[src/rtl/logfbe_fifo_wl.sv]
// Single-clock FIFO for the logfbe path: distributed RAM, standard or FWFT read,
// registered water level and almost flags, sticky overflow/underflow, synchronous flush.
module logfbe_fifo_wl #(
   parameter int unsigned ADDR_WIDTH       = 5,
   parameter int unsigned DATA_WIDTH       = 16,
   parameter bit          FWFT             = 1'b0,
   parameter int unsigned ALMOST_FULL_NUM  = 26,
   parameter int unsigned ALMOST_EMPTY_NUM = 4
) (
   input  logic                  clk,
   input  logic                  rst_n,
   input  logic                  clr,
   input  logic                  wr_en,
   input  logic [DATA_WIDTH-1:0] wr_data,
   output logic                  full,
   output logic                  almost_full,
   input  logic                  rd_en,
   output logic [DATA_WIDTH-1:0] rd_data,
   output logic                  empty,
   output logic                  almost_empty,
   output logic [ADDR_WIDTH:0]   water_level,
   output logic                  overflow,
   output logic                  underflow
);

   localparam int unsigned DEPTH = 1 << ADDR_WIDTH;
   localparam int unsigned LW    = ADDR_WIDTH + 1;

   // Reject parameter sets the pointer/level arithmetic cannot represent.
   if (ADDR_WIDTH < 2 || ADDR_WIDTH > 10) begin : g_bad_addr_width
      $error("logfbe_fifo_wl: ADDR_WIDTH must be 2..10");
   end
   if (DATA_WIDTH < 1 || DATA_WIDTH > 256) begin : g_bad_data_width
      $error("logfbe_fifo_wl: DATA_WIDTH must be 1..256");
   end
   if (ALMOST_FULL_NUM < 1 || ALMOST_FULL_NUM > DEPTH) begin : g_bad_af
      $error("logfbe_fifo_wl: ALMOST_FULL_NUM must be 1..DEPTH");
   end
   if (ALMOST_EMPTY_NUM > DEPTH - 1) begin : g_bad_ae
      $error("logfbe_fifo_wl: ALMOST_EMPTY_NUM must be 0..DEPTH-1");
   end

   logic [DATA_WIDTH-1:0] mem_q [DEPTH];

   logic [ADDR_WIDTH-1:0] wr_ptr_q, wr_ptr_d;
   logic [ADDR_WIDTH-1:0] rd_ptr_q, rd_ptr_d;
   logic [LW-1:0]         level_q, level_d;
   logic                  full_q, full_d;
   logic                  empty_q, empty_d;
   logic                  afull_q, afull_d;
   logic                  aempty_q, aempty_d;
   logic                  ovf_q, ovf_d;
   logic                  udf_q, udf_d;
   logic [DATA_WIDTH-1:0] rd_data_q, rd_data_d;
   logic                  wr_acc_c;
   logic                  rd_acc_c;

   // Next-state: accept on registered flags, derive all flags from the next level.
   always_comb begin
      wr_acc_c  = wr_en & ~full_q;
      rd_acc_c  = rd_en & ~empty_q;
      wr_ptr_d  = wr_ptr_q;
      rd_ptr_d  = rd_ptr_q;
      rd_data_d = rd_data_q;
      ovf_d     = ovf_q;
      udf_d     = udf_q;
      level_d   = level_q + LW'(wr_acc_c) - LW'(rd_acc_c);

      if (wr_acc_c) wr_ptr_d = wr_ptr_q + ADDR_WIDTH'(1);
      if (rd_acc_c) rd_ptr_d = rd_ptr_q + ADDR_WIDTH'(1);
      if (!FWFT && rd_acc_c) rd_data_d = mem_q[rd_ptr_q];
      if (wr_en && full_q) ovf_d = 1'b1;
      if (rd_en && empty_q) udf_d = 1'b1;

      full_d   = (level_d == LW'(DEPTH));
      empty_d  = (level_d == '0);
      afull_d  = (level_d >= LW'(ALMOST_FULL_NUM));
      aempty_d = (level_d <= LW'(ALMOST_EMPTY_NUM));

      // Flush wins over any same-cycle access.
      if (clr) begin
         wr_ptr_d  = '0;
         rd_ptr_d  = '0;
         level_d   = '0;
         rd_data_d = '0;
         ovf_d     = 1'b0;
         udf_d     = 1'b0;
         full_d    = 1'b0;
         empty_d   = 1'b1;
         afull_d   = 1'b0;
         aempty_d  = 1'b1;
      end
   end

   always_ff @(posedge clk or negedge rst_n) begin
      if (!rst_n) begin
         wr_ptr_q  <= '0;
         rd_ptr_q  <= '0;
         level_q   <= '0;
         full_q    <= 1'b0;
         empty_q   <= 1'b1;
         afull_q   <= 1'b0;
         aempty_q  <= 1'b1;
         ovf_q     <= 1'b0;
         udf_q     <= 1'b0;
         rd_data_q <= '0;
      end else begin
         wr_ptr_q  <= wr_ptr_d;
         rd_ptr_q  <= rd_ptr_d;
         level_q   <= level_d;
         full_q    <= full_d;
         empty_q   <= empty_d;
         afull_q   <= afull_d;
         aempty_q  <= aempty_d;
         ovf_q     <= ovf_d;
         udf_q     <= udf_d;
         rd_data_q <= rd_data_d;
      end
   end

   // Storage is not reset; gated so a flush or reset cycle never commits a word.
   always_ff @(posedge clk) begin
      if (wr_acc_c && !clr && rst_n) mem_q[wr_ptr_q] <= wr_data;
   end

   // FWFT shows the head asynchronously; while empty the held (zero) register is shown.
   assign rd_data      = (FWFT && !empty_q) ? mem_q[rd_ptr_q] : rd_data_q;
   assign full         = full_q;
   assign empty        = empty_q;
   assign almost_full  = afull_q;
   assign almost_empty = aempty_q;
   assign water_level  = level_q;
   assign overflow     = ovf_q;
   assign underflow    = udf_q;

endmodule

[config.mk]
export PLATFORM = sky130hd
export DESIGN_NAME = logfbe_fifo_wl
export DESIGN_NICKNAME = d
export VERILOG_FILES = /design/src/rtl/logfbe_fifo_wl.sv
export SDC_FILE = /design/constraint.sdc
export NUM_CORES = 1
export LEC_CHECK = 0
export CORE_ASPECT_RATIO = 0.9
export CORE_MARGIN = 5
export CORE_UTILIZATION = 55
export DETAILED_ROUTE_END_ITERATION = 10
export DONT_BUFFER_PORTS = 1
export HOLD_SLACK_MARGIN = 0.03
export PLACE_DENSITY = 0.66
export SYNTH_ARGS = -nofsm -noshare
export SYNTH_HDL_FRONTEND = slang
export SYNTH_SLANG_ARGS = --single-unit
[constraint.sdc]
create_clock -name clk -period 3.23 [get_ports clk]
set_input_delay 0.1615 -clock clk [delete_from_list [all_inputs] [get_ports clk]]
set_output_delay 0.1615 -clock clk [all_outputs]
set_load 0.01 [all_outputs]
==> flow_summary.yaml, run 1 <==
timing:
  setup_viol: 0
  drv_slew: 0
  period_share_pct: 81.9
  worst_pin_slew_ns: 0.775
  rsz0062_at_grt: "no"
  layout_min_cycle_time_ns: 2.64
  worst_slack_ns: 0.585
  tns_ns: 0
  slew_headroom_pct: 48.2
  fin_worst_skew_ns: 0.0168
  max_freq_mhz: 378
  hold_viol_final: 0
power_and_ir_drop:
  power_density_nw_per_um2: 678
  intPower_mw: 12.6
  pwr-share-seq_pct: 49.2
  p_sw_share_pct: 25.2
  leakagePower_nw: 7.95
  pwr-share-clk_pct: 35.4
  finalPower_mw: 16.8
  peakVddDrop_v: 0.000461
  p_switching_mw: 4.25
  power_frac_comb_pct: 15.3
logic_synthesis:
  netlist_area_um2: 21800
  ys_seq_elements: 550
  ys_seq_area_share_pct: 75.0
  synth_cell_type_count: 44
  synthCells: 1159
  postSynthAreaPerCell_um2: 18.8
  yosysMostFrequentCell: "edfxtp_1"
  ys.flop_type: "edfxtp_1"
  synth_area_leader_cell: "edfxtp_1"
  async_reset_ff_share_pct: 6.91
  synth_edf_count: 512
  synth_top_cells_by_area: "edfxtp_1 71%, mux4_2 8.3%, mux2i_1 4.5%"
  yosysWarnings: 0
  synth_top_area_share_pct: 70.7
  syn_nets: 1192
  synth_common_cells: "512 x edfxtp_1, 100 x nor2_1, 97 x mux2i_1"
critical_path:
  critPathLaunchType: "flip-flop"
  crit-reg2reg-launch: "full"
  crit_required_ns: 3.74
  critPathLaunch: "full"
  worst_setup_path_end_kind: "flip-flop"
  path_class: "flip-flop to flip-flop"
  crit_fanout: 4
  r2r_slack_ns: 0.59
  arrival_ns: 3.15
  worst-r2r-cell-count: 11
global_routing:
  grt_use_total_pct: 23.5
  grt_pass1_wl_um: 74000
  overflow: 0
  grt_start_max_net_pins: 39
  antenna_found_initial: 5
  grt_pass1_vias: 11000
clocking:
  worstSkewPairLatency_ns: 0.59
  cts_tree: "built"
  cts_buffers: 53
  postCtsSetupRepairBufs: 0
  clkTransAtPathRegs_ns: 0.06
  cts_buffer_depth: 3
  cts.sinks: 550
  root_buffer: "clkbuf_16"
  ctsResizeCount: 0
  htree_num_levels: 2
placement:
  io_buffers: 0
  gp_congestion: 0.847
  place_inst: 1690
  dp_slack_ns: 0.615
  hpwlAfterDp_um: 29900
floorplanning:
  core_area_um2: 39300
  die-width_um: 220
  rows: 69
  die_area_um2: 43600
  die_y_um: 199
  start_util_pct: 55.4
  pin_count: 49
cells_and_area:
  syn_to_final_growth_pct: 14.2
  drive_gt1_share_pct: 20.0
  num-nets-final: 1285
  final_util_pct: 63.2
  stdcell_count: 1829
hold_path:
  hold_path_class: "input port to asynchronous set/reset pin"
detailed_routing:
  drt-total-wl_um: 50700
  vias_per_cell: 6.09
  drc: 0
  drtAntennaViolNets: 0
  drt_iter0_drc: 1153
  vias: 11100
  wl_per_cell_um: 27.7
  drt_first_pass_iters: 5
flow_run:
  maxCapViolCount: 0
run_status:
  status: "finished clean"
==> layout make-up <==
type                    count  area (um2)
multi-input cells         535        4990
clock inverters            22         158
flip-flops and latches    550       16300
repair buffers            102        1130
clock buffers              74        1520
diodes                      4        10.0
fillers                  2712       14400
inverters                  10        37.5
well taps                 532         666
==> power groups by stage <==
stage | combinational, mW | sequential, mW | clock, mW
CTS | 2.59 | 8.29 | 6.06
floorplan | 1.93 | 8.25 | 0
finish | 2.58 | 8.29 | 5.97
detailed placement | 2.35 | 8.44 | 0
global route | 2.78 | 8.31 | 6.35
global placement | 2.33 | 8.44 | 0
==> flip-flops by register name, summed over array words and instances, names as in the netlist <==
register	cells
rd_data	16
full	1
wr_ptr_q	5
almost_full	1
mem_q	512
rd_ptr_q	5
underflow	1
almost_empty	1
empty	1
overflow	1
water_level	6
==> metrics by stage <==
| step | cell area, um2 | hold slack [ns] |
|---|---|---|
| global placement | 22600 | -0.133 |
| global route | 24800 | 0.0645 |
| floorplan | 21800 | -0.134 |
| finish | 24800 | 0.0393 |
| CTS | 24800 | 0.0363 |
| detailed placement | 22600 | -0.133 |
==> logic make-up after synthesis <==
logic type / Yosys count / share of synthesized area [%]
simple gates: 208 / 4.25
mux: 193 / 13.6
compound gates: 110 / 3.88
flops: 550 / 75.0
buf+inv: 74 / 2.06
fa+ha+maj: 12 / 0.724
xor+xnor: 12 / 0.483
==> worst max-delay path, stage by stage, from the launching register on <==
cell,delay [ns]
dfrtp_1,0.43
nor2b_1,0.17
inv_1,0.08
ha_1,0.27
inv_1,0.04
ha_1,0.20
fa_1,0.43
a21o_1,0.18
a21oi_1,0.16
xor2_1,0.30
nand3_1,0.13
a21oi_1,0.18
==> timing repair <==
item / in CTS / in global routing
hold buffers: 39 / 0
setup endpoints to repair: 0 / 0
endpoints found under the hold margin: 587 / 0
==> layout by cell type, fill, tap and decap left out, drive strengths merged, types with 16 or more instances in the layout <==
| cell type | n |
|---|---|
| a22oi | 17 |
| buf | 81 |
| clkbuf | 74 |
| clkinv | 19 |
| dfrtp | 36 |
| dlygate4sd3 | 21 |
| edfxtp | 512 |
| mux2 | 16 |
| mux2i | 97 |
| mux4 | 80 |
| nand2 | 44 |
| nor2 | 100 |
| nor2b | 20 |
| nor3 | 16 |
| o2111ai | 17 |
| o21ai | 17 |
| o31a | 16 |
| o32ai | 16 |
==> metal layers <==
layer	routed length (um)	up-vias	GRT usage [%]
met5	0	-	0
met2	23200	499	35.1
li1	-	4823	-
met3	4840	67	6.18
met4	1040	0	6.49
met1	21600	5755	35.2
==> path summary, 6_finish.rpt <==
path	end
setup / recovery	empty
hold / removal	water_level[3]
setup reg to reg	empty
hold reg to reg	underflow
max in group asynchronous	empty
min in group clk	rd_data[14]
No activity file was read; power rests on OpenSTA's default activity.
==> inputs of run 2 (changes only) <==
- clock period: 3.23 -> 2.7 ns (I/O delays scaled with it)
==> run 2 against run 1 <==
Routed wire length rose by 1.3%. Die area did not move. Design area rose by 0.16%. First-iteration DRC count rose by 2.8%. Critical path depth fell by 3. Flip-flop and latch count did not move. Global-route usage rose by 0.49 points. Clock skew rose by 0.012 ns. Fmax rose by 4.9%. Worst hold slack improved by 0.021 ns. Clock power rose by 18%. Non-clock buffer count rose by 11. Critical endpoint is now water_level[1]. Largest cell class unchanged.
==> flow_summary.yaml, run 2 (synthesis gave the netlist of run 1 again) <==
clocking:
  worstSkewPairLatency_ns: 0.61
  cts_buffers: 54
  root_buffer: "clkbuf_16"
  cts.sinks: 550
  cts_tree: "built"
  cts_buffer_depth: 3
  clkTransAtPathRegs_ns: 0.06
  htree_num_levels: 2
  postCtsSetupRepairBufs: 0
critical_path:
  crit_fanout: 4
  path_class: "flip-flop to flip-flop"
  critPathLaunchType: "flip-flop"
  worst-r2r-cell-count: 8
  r2r_end: "water_level[1]"
  worst_setup_path_end_kind: "flip-flop"
  crit_required_ns: 3.23
  r2r_slack_ns: 0.18
  crit-reg2reg-launch: "full"
  arrival_ns: 3.05
global_routing:
  grt_use_total_pct: 24.0
  antenna_found_initial: 0
  grt_pass1_wl_um: 75400
  grt_start_max_net_pins: 56
  grt_pass1_vias: 11200
  overflow: 0
cells_and_area:
  largest_reg_flops: 512
  syn_to_final_growth_pct: 14.3
  regMostFlops: "mem_q"
  fillers: 2705
  stdcell_count: 1837
  final_common_cell: "edfxtp_1"
  final_cell_mix: "512 x edfxtp_1, 100 x nor2_1, 97 x mux2i_1"
  num-nets-final: 1297
  drive_gt1_share_pct: 20.6
  final-seq-area_um2: 16300
  multi_input_area_um2: 5000
detailed_routing:
  drt_first_pass_iters: 5
  vias_per_cell: 6.11
  wl_per_cell_um: 28.0
  drc: 0
  drtAntennaViolNets: 0
  drt-total-wl_um: 51400
  vias: 11200
  drt_iter0_drc: 1185
floorplanning:
  start_util_pct: 55.4
  die_area_um2: 43600
  die-width_um: 220
  core_area_um2: 39300
  pin_count: 49
  rows: 69
  die_y_um: 199
power_and_ir_drop:
  p_switching_mw: 5.14
  pwr-share-clk_pct: 35.0
  p_sw_share_pct: 25.5
  pwr-share-seq_pct: 49.1
  peakVddDrop_v: 0.000614
  intPower_mw: 15.0
  power_density_nw_per_um2: 810
  power_frac_comb_pct: 15.9
  leakagePower_nw: 7.97
hold_path:
  hold_path_class: "input port to asynchronous set/reset pin"
timing:
  setup_viol: 0
  layout_min_cycle_time_ns: 2.52
  slew_headroom_pct: 19.3
  drv_slew: 0
  fin_worst_skew_ns: 0.0291
  worst_pin_slew_ns: 1.21
  whs_ns: 0.0601
  max_freq_mhz: 397
  period_share_pct: 93.4
  tns_ns: 0
  hold_viol_final: 0
placement:
  hpwlAfterDp_um: 30400
  gp_congestion: 0.864
  place_inst: 1701
  io_buffers: 0
run_status:
  status: "finished clean"
flow_run:
  maxCapViolCount: 0
[run 2: cell types whose count changed in the layout (fill, tap and decap cells not counted), moves of 2 or more]
cell,previous run,this run
a21oi_2,0,2
clkbuf_1,12,14
buf_4,56,68
clkbuf_8,7,0
clkinv_1,8,12
a21oi_1,7,5
diode_2,4,1
[run 2: power by group through the flow]
stage	clock (mW)	combinational, mW	sequential, mW
finish	7.05	3.21	9.88
global placement	0	2.85	10.0
CTS	7.18	3.18	9.87
floorplan	0	2.32	9.87
detailed placement	0	2.89	10.0
global route	7.55	3.44	9.89
[run 2: final cells by class]
cell class	instances	area share, %
Clock buffer	69	5.74
Multi-Input combinational cell	535	20.1
Inverter	10	0.151
Tap cell	532	2.68
Sequential cell	550	65.7
Antenna cell	1	0.0101
Clock inverter	27	0.825
Timing Repair Buffer	113	4.83
[run 2: worst max-delay path by stage]
stage | start | end | slack, ns
CTS | full | empty | 0.09
finish | full | water_level[1] | 0.18
detailed placement | full | empty | 0.12
global placement | full | almost_full | 0.19
global route | full | empty | -0.02
floorplan | empty | almost_full | 0.03
[run 2: critical path, stage by stage (launching register included)]
cell	delay, ns
dfrtp_1	0.43
nor2b_1	0.17
inv_1	0.08
ha_1	0.28
inv_1	0.04
ha_1	0.21
fa_2	0.58
nor2b_1	0.13
dlygate4sd3_1	0.54
[run 2: repair_timing]
item | 4_1_cts | 5_1_grt
resized for setup | 0 | 3
hold buffers | 39 | 0
setup endpoints to repair | 0 | 4
endpoints found under the hold margin | 587 | 0
[run 2: routing by layer]
| layer | track usage [%] | wire [um] | vias up |
|---|---|---|---|
| li1 | - | - | 4839 |
| met1 | 35.2 | 21900 | 5861 |
| met2 | 36.2 | 23500 | 460 |
| met3 | 6.32 | 4630 | 72 |
| met4 | 7.49 | 1370 | 0 |
| met5 | 0 | 0 | - |
[run 2: per-stage QoR]
step	setup WS (ns)	power, mW	cell area, um2	utilization (%)
2_1_floorplan	0.0337	12.2	21800	-
3_3_place_gp	0.185	12.9	22700	57.7
3_5_place_dp	0.117	12.9	22700	57.7
4_1_cts	0.0925	20.2	24900	63.3
5_1_grt	-0.0205	20.9	24900	63.3
6_report	0.179	20.1	24900	63.3
